### src/rtl/ftdi_pkg.sv
// Shared definitions for the FT232H 245-synchronous FIFO write and read paths.
package ftdi_pkg;

  localparam int FTDI_DATA_W = 8;

  // Cycles with data driven and no strobe between taking the bus and writing.
  localparam int TURNAROUND_CYCLES = 1;

  typedef enum logic [1:0] {
    IDLE,
    REQ,
    TURN,
    WRITE
  } tx_state_e;

endpackage

### src/rtl/ftdi_sync_fifo.sv
// Single-clock FIFO with a combinational head and an occupancy output.
module sync_fifo #(
  parameter  int DEPTH = 16,
  parameter  int WIDTH = 8,
  localparam int AW    = $clog2(DEPTH)
) (
  input  logic             clk_i,
  input  logic             rst_ni,
  input  logic             push_i,
  input  logic [WIDTH-1:0] wdata_i,
  input  logic             pop_i,
  output logic [WIDTH-1:0] rdata_o,
  output logic [AW:0]      level_o,
  output logic             full_o,
  output logic             empty_o
);

  localparam logic [AW:0] FULL_LEVEL = (AW + 1)'(DEPTH);

  logic [WIDTH-1:0] mem_q [DEPTH];
  logic [AW-1:0]    wr_ptr_q, rd_ptr_q;
  logic [AW:0]      level_q;
  logic             do_push, do_pop;

  assign full_o  = (level_q == FULL_LEVEL);
  assign empty_o = (level_q == '0);
  assign do_push = push_i && !full_o;
  assign do_pop  = pop_i && !empty_o;
  assign rdata_o = mem_q[rd_ptr_q];
  assign level_o = level_q;

  always_ff @(posedge clk_i) begin
    if (do_push) begin
      mem_q[wr_ptr_q] <= wdata_i;
    end
  end

  // Pointers wrap naturally because DEPTH is a power of two.
  always_ff @(posedge clk_i or negedge rst_ni) begin
    if (!rst_ni) begin
      wr_ptr_q <= '0;
      rd_ptr_q <= '0;
      level_q  <= '0;
    end else begin
      if (do_push) wr_ptr_q <= wr_ptr_q + AW'(1);
      if (do_pop)  rd_ptr_q <= rd_ptr_q + AW'(1);
      case ({do_push, do_pop})
        2'b10:   level_q <= level_q + (AW + 1)'(1);
        2'b01:   level_q <= level_q - (AW + 1)'(1);
        default: level_q <= level_q;
      endcase
    end
  end

endmodule

### src/rtl/ftdi_sync_tx.sv
// Write-side master for the FTDI 245 synchronous FIFO: buffers fabric bytes,
// arbitrates for the shared data bus and issues SIWU after an idle period.
module ftdi_sync_tx
  import ftdi_pkg::*;
#(
  parameter  int DEPTH      = 16,
  parameter  int FLUSH_IDLE = 64,
  localparam int LW         = $clog2(DEPTH) + 1
) (
  input  logic                   clk_60,
  input  logic                   rst_n,
  input  logic [FTDI_DATA_W-1:0] tx_data,
  input  logic                   tx_valid,
  output logic                   tx_ready,
  output logic [LW-1:0]          tx_level,
  output logic                   bus_req,
  input  logic                   bus_gnt,
  input  logic                   ftdi_txe_n,
  output logic                   ftdi_wr_n,
  output logic                   ftdi_siwu_n,
  output logic [FTDI_DATA_W-1:0] ftdi_data_out,
  output logic                   ftdi_data_oe
);

  tx_state_e state_q, state_d;
  logic      wr_n_q, wr_n_d;
  logic      oe_q, oe_d;
  logic      req_q, req_d;
  logic      fifo_full, fifo_empty;
  logic      push, accepted;

  assign push     = tx_valid && !fifo_full;
  assign accepted = (state_q == WRITE) && !wr_n_q && !ftdi_txe_n;

  sync_fifo #(
    .DEPTH (DEPTH),
    .WIDTH (FTDI_DATA_W)
  ) u_fifo (
    .clk_i   (clk_60),
    .rst_ni  (rst_n),
    .push_i  (push),
    .wdata_i (tx_data),
    .pop_i   (accepted),
    .rdata_o (ftdi_data_out),
    .level_o (tx_level),
    .full_o  (fifo_full),
    .empty_o (fifo_empty)
  );

  assign tx_ready     = !fifo_full;
  assign bus_req      = req_q;
  assign ftdi_wr_n    = wr_n_q;
  assign ftdi_data_oe = oe_q;

  always_ff @(posedge clk_60 or negedge rst_n) begin
    if (!rst_n) begin
      state_q <= IDLE;
      wr_n_q  <= 1'b1;
      oe_q    <= 1'b0;
      req_q   <= 1'b0;
    end else begin
      state_q <= state_d;
      wr_n_q  <= wr_n_d;
      oe_q    <= oe_d;
      req_q   <= req_d;
    end
  end

  // A grant lost during turnaround releases the bus before any strobe is issued.
  always_comb begin
    state_d = state_q;
    wr_n_d  = wr_n_q;
    oe_d    = oe_q;
    req_d   = req_q;
    case (state_q)
      IDLE: begin
        if (!fifo_empty && !ftdi_txe_n) begin
          state_d = REQ;
          req_d   = 1'b1;
        end
      end
      REQ: begin
        if (bus_gnt) begin
          state_d = TURN;
          oe_d    = 1'b1;
        end else if (fifo_empty) begin
          state_d = IDLE;
          req_d   = 1'b0;
        end
      end
      TURN: begin
        if (!bus_gnt) begin
          state_d = IDLE;
          oe_d    = 1'b0;
          req_d   = 1'b0;
        end else begin
          state_d = WRITE;
          wr_n_d  = 1'b0;
        end
      end
      WRITE: begin
        if (!bus_gnt || (accepted && (tx_level == LW'(1)) && !push)) begin
          state_d = IDLE;
          wr_n_d  = 1'b1;
          oe_d    = 1'b0;
          req_d   = 1'b0;
        end
      end
      default: begin
        state_d = IDLE;
        wr_n_d  = 1'b1;
        oe_d    = 1'b0;
        req_d   = 1'b0;
      end
    endcase
  end

  if (FLUSH_IDLE > 0) begin : gen_flush
    localparam int            CW        = $clog2(FLUSH_IDLE + 1);
    localparam logic [CW-1:0] FIRE_CNT  = CW'(FLUSH_IDLE - 1);

    logic [CW-1:0] cnt_q;
    logic          armed_q;
    logic          siwu_n_q;
    logic          idle_empty;

    assign idle_empty  = (state_q == IDLE) && fifo_empty;
    assign ftdi_siwu_n = siwu_n_q;

    // Armed by each accepted byte; fires once, or is abandoned when new data arrives.
    always_ff @(posedge clk_60 or negedge rst_n) begin
      if (!rst_n) begin
        cnt_q    <= '0;
        armed_q  <= 1'b0;
        siwu_n_q <= 1'b1;
      end else begin
        siwu_n_q <= 1'b1;
        if (accepted) begin
          cnt_q   <= '0;
          armed_q <= 1'b1;
        end else if (armed_q && push) begin
          armed_q <= 1'b0;
        end else if (armed_q && idle_empty) begin
          if (cnt_q == FIRE_CNT) begin
            armed_q  <= 1'b0;
            siwu_n_q <= 1'b0;
          end else begin
            cnt_q <= cnt_q + CW'(1);
          end
        end
      end
    end
  end else begin : gen_no_flush
    assign ftdi_siwu_n = 1'b1;
  end

endmodule
### config.mk
export PLATFORM = sky130hd
export DESIGN_NAME = ftdi_sync_tx
export DESIGN_NICKNAME = d
export VERILOG_FILES = /design/src/rtl/ftdi_pkg.sv /design/src/rtl/ftdi_sync_fifo.sv /design/src/rtl/ftdi_sync_tx.sv
export SDC_FILE = /design/constraint.sdc
export NUM_CORES = 1
export LEC_CHECK = 0
export ABC_AREA = 1
export CAP_MARGIN = 15
export CORE_MARGIN = 3
export CORE_UTILIZATION = 40
export CTS_CLUSTER_SIZE = 25
export DETAILED_ROUTE_END_ITERATION = 10
export GPL_ROUTABILITY_DRIVEN = 0
export PLACE_DENSITY = 0.62
export SLEW_MARGIN = 20
export SYNTH_ARGS = -nofsm -noshare
export SYNTH_HDL_FRONTEND = slang
export SYNTH_SLANG_ARGS = --single-unit
### constraint.sdc
create_clock -name clk_60 -period 2.5 [get_ports clk_60]
set_input_delay 0.5 -clock clk_60 [delete_from_list [all_inputs] [get_ports clk_60]]
set_output_delay 0.5 -clock clk_60 [all_outputs]
set_load 0.05 [all_outputs]
==> flow_summary_export.csv, run 1 <==
group,metric,value,unit
flow_run,drv_cap,0,
grt,first_global_vias,4455,
layout,diodes,0,
detailed_routing,wire_per_inst,18.5,um
status,status,"finished with violations",
layout,layout-drive-gt1-share,0.203,
layout,layout.nets,672,
place,portBuffers,30,
grt,grt_max_degree,28,
timing,slew_headroom,0.486,
status,violations,"setup timing",
detailed_routing,finalWirelength,16200,um
grt,grt_usage,0.182,
detailed_routing,remaining_drc_errors,0,
cts,root_buffer,"clkbuf_16",
detailed_routing,ant_nets,0,
setup_path,worst-endpoint-arrival,2070,ps
detailed_routing,vias,4567,
power_and_ir_drop,clockPowerShare,0.229,
synth,netlist_area,6680,sq um
place,dp_hpwl,9790,um
floorplan,die_w,135,um
timing,finalWorstSetupSlack,-73.7,ps
floorplan,start_util,0.414,
timing,period_needed,2570,ps
place,dp_slack,209,ps
timing,clock.fmax,389,MHz
setup_path,cp-end-kind,"primary output",
setup_path,required,2000,ps
cts,clockBufferDepth,2,
setup_path,crit_fanout,7,
floorplan,num_io_pins,31,
layout,final_core_util,0.524,
floorplan,rows,46,
synth,yosysWarnings,0,
timing,timing.final.crit_share,1.03,
detailed_routing,dr.pass1.iters,4,
synth,syn_nets,597,
power_and_ir_drop,p_sw,0.00431,W
synth,synth_cells,573,
cts,clk_pin_slew,60,ps
layout,mostFrequentLayoutCells,"128 x edfxtp_1, 104 x nor2_1, 48 x nand2_1, 48 x o21ai_0",
setup_path,cp_slowest_stage_delay,450,ps
power_and_ir_drop,peakVddDrop,0.664,mV
grt,grt-ovfl-total,0,
timing,fin_skew,7.89,ps
setup_path,crit_top_cell,"buf_12",
setup_path,crit_type,"reg2out",
power_and_ir_drop,intPower,0.00663,W
synth,synth.distinct_cells,31,
detailed_routing,vias_per_cell,5.21,
layout,final_common_cell,"edfxtp_1",
power_and_ir_drop,leakagePower,3.17,nW
cts,clock_latency,430,ps
setup_path,cp_slowest_cell,"dfrtp_2",
synth,postSynth.asyncResetShare,0.174,
layout,syn2layout_area_growth,26.4,%
timing,rsz0062_at_grt,"true",
detailed_routing,drt_iter0_markers,341,
cts,numCtsBuffers,17,
timing,hold_violations,0,
setup_path,start_kind,"flip-flop",
power_and_ir_drop,switching_share,0.394,
cts,htree_levels,4,
layout,seq_area,4530,sq um
timing,setup_tns,-232,ps
setup_path,cp_top_family,"buffers and inverters",
layout,fill_cells,1374,
timing,drv_slew,0,
synth,syn_avg_cell_area,11.7,sq um
grt,grt_first_pass_wirelength,25000,um
setup_path,path_cells,"buf_12, buf_12, buf_16, a21oi_2, o21ai_1, o211ai_1, nand3_1, nand2_1, buf_6",
timing,setup_viol,8,
power_and_ir_drop,p_seq_frac,0.316,
synth,yosys_register_bits,155,
cts,tritoncts,"built",
grt,antenna_found_initial,0,
cts,cts.sinks,155,
synth,ys_seq_area_frac,0.677,
synth,ys.flop_type,"edfxtp_1",
setup_path,cp_num_buf_inv,4,
layout,multiInputGateArea,1920,sq um
timing,hold_slack,451,ps
power_and_ir_drop,pwr-share-comb,0.454,
power_and_ir_drop,powerDensity,1300,nW/um^2
floorplan,fp.coreArea,16100,sq um
min_path,hp-class,"in2async",
synth,synth-edff-count,128,
floorplan,die_h,135,um
timing,worst_slew_pin_slew,769,ps
floorplan,die_area,18300,sq um
==> registers in the layout, indices dropped and copies added (netlist names) <==
signal,count
u_fifo.level_o,5
gen_flush.cnt_q,7
u_fifo.wr_ptr_q,4
bus_req,1
ftdi_siwu_n,1
state_q,2
u_fifo.rd_ptr_q,4
u_fifo.mem_q,128
ftdi_data_oe,1
ftdi_wr_n,1
gen_flush.armed_q,1
==> area by class of cell <==
class	instances	share of cell area
sequential	155	0.536
clock buffer	17	0.0504
clock inverter	15	0.0178
inverter	43	0.0222
timing repair inverter	1	0.00133
multi-input combinational	349	0.227
tap	216	0.0320
timing repair buffer	81	0.113
==> worst paths after layout <==
kind,to,startpoint,cells after the start,slack [ps]
max in group asynchronous,ftdi_siwu_n,rst_n,2,1750
hold / removal,gen_flush.cnt_q[3],rst_n,2,450
hold reg to reg,bus_req,bus_req,2,480
min in group clk_60,bus_req,bus_req,2,480
setup / recovery,ftdi_data_out[4],u_fifo.rd_ptr_q[0],9,-70
setup reg to reg,u_fifo.mem_q[10][4],u_fifo.level_o[0],8,390
==> worst reg2reg max path, stage by stage, from the launching register on <==
cell and delay [ps]:
dfrtp_2 430, inv_1 90, ha_1 260, nand3_2 120, nand2_4 120, inv_2 120, nand2_1 150, nor2_1 320
buf_4 220
==> cell families after synthesis <==
logic type                 synth area share
and+or+nand+nor                       0.136
DFF                                   0.677
AOI/OAI and AO/OA                     0.101
buffers and inverters                0.0468
xor gates and xnor gates             0.0184
adders and majority gates            0.0206
==> power groups by stage <==
stage	Sequential, W	Combinational (W)	Clock [W]
2_1_floorplan	0.00362	0.00245	0
3_3_place_gp	0.00350	0.00386	0
3_5_place_dp	0.00351	0.00394	0
6_report	0.00346	0.00497	0.00251
5_1_grt	0.00350	0.00532	0.00266
4_1_cts	0.00346	0.00475	0.00254
==> synth_stat cells, types with 3 or more instances <==
library cell  number  share of area
inv_2              6         0.0034
inv_1             35          0.020
nand4_1            4         0.0037
buf_6              3         0.0051
a21oi_1            8         0.0060
xnor2_1            3         0.0039
edfxtp_1         128           0.58
nand2_1           52          0.029
dfrtp_1           25          0.094
xor2_1            11          0.014
nand3_1           32          0.024
ha_1              11          0.021
clkbuf_1           9         0.0051
o211ai_1          32          0.036
buf_2             11         0.0082
o21ai_0           72          0.054
nor2_1           108          0.061
==> layer usage <==
layer,track usage,vias to the layer above,wire length (um)
li1,-,2164,-
met1,0.245,2251,7160
met2,0.291,127,7930
met3,0.0442,25,769
met4,0.0616,0,329
met5,0,-,0
==> what timing repair did <==
item / 4_1_cts / 5_1_grt
resized for setup: 53 / 20
hold buffers: 0 / 0
gates cloned: 5 / 4
endpoints found under the setup margin: 8 / 8
pin swaps: 23 / 18
setup buffers: 9 / 1
==> per-stage QoR <==
step           std cells  total power (W)  cell area [sq um]
3_5_place_dp         826          0.00745               7380
3_3_place_gp         826          0.00736               7380
6_report             877           0.0109               8440
5_1_grt              877           0.0115               8440
4_1_cts              872           0.0107               8310
2_1_floorplan        573          0.00607               6680
Note: power is estimated with default switching activity, not from simulation.
==> run 2, diff against run 1 <==
CORE_ASPECT_RATIO = 1.2   (was unset)
==> run 2 against run 1 <==
The flow now finishes without violations. Total power decreased by 7.5%. Routed wire length decreased by 7.6%. Highest routed layer unchanged. Hold slack got worse by 3.6 ps. Sequential cell count unchanged. Critical path type unchanged. Clock skew increased by 4.8 ps. Critical path depth decreased by 2.
==> flow_summary_export.csv, run 2 (synthesis gave the netlist of run 1 again) <==
group,metric,value,unit
status,status,"completed",
detailed_routing,remaining_drc_errors,0,
floorplan,num_io_pins,31,
cts,root_buffer,"clkbuf_16",
cts,tritoncts,"built",
timing,clock.fmax,409,MHz
timing,hold_violations,0,
detailed_routing,vias_per_cell,5.23,
cts,cts.sinks,155,
layout,diodes,0,
setup_path,crit_fanout,23,
timing,timing.final.crit_share,0.979,
min_path,hp-class,"in2async",
detailed_routing,vias,4469,
cts,clk_pin_slew,60,ps
grt,grt_first_pass_wirelength,24000,um
setup_path,r2r-end,"u_fifo.level_o[2]",
detailed_routing,finalWirelength,15000,um
grt,grt_usage,0.173,
timing,slew_headroom,0.560,
floorplan,start_util,0.410,
layout,regMostFlops,"u_fifo.mem_q",
grt,grt-ovfl-total,0,
place,dp_slack,157,ps
cts,htree_levels,4,
timing,setup_viol,0,
floorplan,die_h,148,um
timing,period_needed,2450,ps
detailed_routing,ant_nets,0,
detailed_routing,wire_per_inst,17.5,um
place,portBuffers,30,
timing,worst_slew_pin_slew,658,ps
layout,multiInputGateArea,1860,sq um
layout,layout-drive-gt1-share,0.157,
layout,largest_reg_flops,128,
setup_path,critical_path.startpoint,"u_fifo.rd_ptr_q[0]",
detailed_routing,drt_iter0_markers,483,
cts,clockBufferDepth,2,
layout,syn2layout_area_growth,20.4,%
timing,finalWorstSetupSlack,52.4,ps
place,dp_cells,819,
power_and_ir_drop,powerDensity,1260,nW/um^2
layout,seq_area,4530,sq um
layout,layout.nets,653,
power_and_ir_drop,p_total,0.0101,W
setup_path,r2r_setup_slack,380,ps
flow_run,drv_cap,0,
setup_path,cp-end-kind,"primary output",
detailed_routing,dr.pass1.iters,5,
power_and_ir_drop,leakagePower,2.98,nW
layout,fill_cells,1409,
setup_path,required,2000,ps
place,dp_hpwl,9440,um
setup_path,r2r_start,"u_fifo.level_o[1]",
timing,hold_slack,448,ps
setup_path,worst-endpoint-arrival,1950,ps
layout,mostFrequentLayoutCells,"128 x edfxtp_1, 106 x nor2_1, 58 x o21ai_0",
grt,antenna_found_initial,0,
setup_path,start_kind,"flip-flop",
timing,fin_skew,12.7,ps
layout,final_cells,854,
grt,first_global_vias,4449,
cts,clock_latency,430,ps
setup_path,crit_type,"reg2out",
floorplan,die_area,18300,sq um
grt,grt_max_degree,38,
timing,drv_slew,0,
cts,ctsHoldBuffers,0,
power_and_ir_drop,peakVddDrop,0.738,mV
setup_path,reg2reg_depth,12,
floorplan,die_w,124,um
floorplan,rows,51,
timing,rsz0062_at_grt,"true",
layout,final_common_cell,"edfxtp_1",
floorplan,fp.coreArea,16300,sq um
cts,numCtsBuffers,17,
-- run 2: how the worst max path moves through the flow --
stage	to	slack, ps	depth (start not counted)
6_report	ftdi_data_out[3]	50	7
5_1_grt	ftdi_data_out[4]	-10	7
2_1_floorplan	u_fifo.mem_q[11][0]	160	7
3_3_place_gp	u_fifo.level_o[4]	210	13
3_5_place_dp	u_fifo.level_o[2]	160	13
4_1_cts	ftdi_data_out[4]	6	8
-- run 2: area by class of cell --
cell class	instances	area share
Inverter	43	0.0207
Tap cell	212	0.0330
Multi-Input combinational cell	349	0.232
Clock inverter	13	0.0162
Clock buffer	19	0.0538
Timing Repair Buffer	63	0.0817
Sequential cell	155	0.563
-- run 2: power by group --
part	leakage, nW	switching [W]	total (W)	internal (W)
sequential	1.48	0.000233	0.00343	0.00320
clock	0.262	0.00105	0.00244	0.00139
combinational	1.23	0.00279	0.00425	0.00146
total	2.98	0.00407	0.0101	0.00605
-- run 2: through the flow --
| step | TNS, ps | area [sq um] | util |
|---|---|---|---|
| 6_report | 0 | 8040 | 0.494 |
| 5_1_grt | -30.1 | 8040 | 0.494 |
| 4_1_cts | 0 | 8020 | 0.493 |
| 3_5_place_dp | 0 | 7320 | 0.450 |
| 3_3_place_gp | 0 | 7320 | 0.450 |
| 2_1_floorplan | 0 | 6680 | - |
-- run 2: layer usage --
metal,routed length [um],up-vias,global-route usage
met5,0,-,0
met4,261,0,0.0614
met3,737,19,0.0367
met2,7330,118,0.274
met1,6640,2212,0.237
li1,-,2120,-
-- run 2: critical path: stages, from the launching register on --
cell and delay, ps:
dfrtp_2 460, clkinv_4 100, buf_12 180, nor2_1 60, o211ai_1 250, nand3_1 190
nand2_2 130, buf_8 150
-- run 2: timing repair --
action                     in CTS  in global routing
setup buffers                   2                  0
pin swaps                       3                  6
setup endpoints to repair       3                  8
gates resized for setup        13                 29
gates cloned                    2                  0
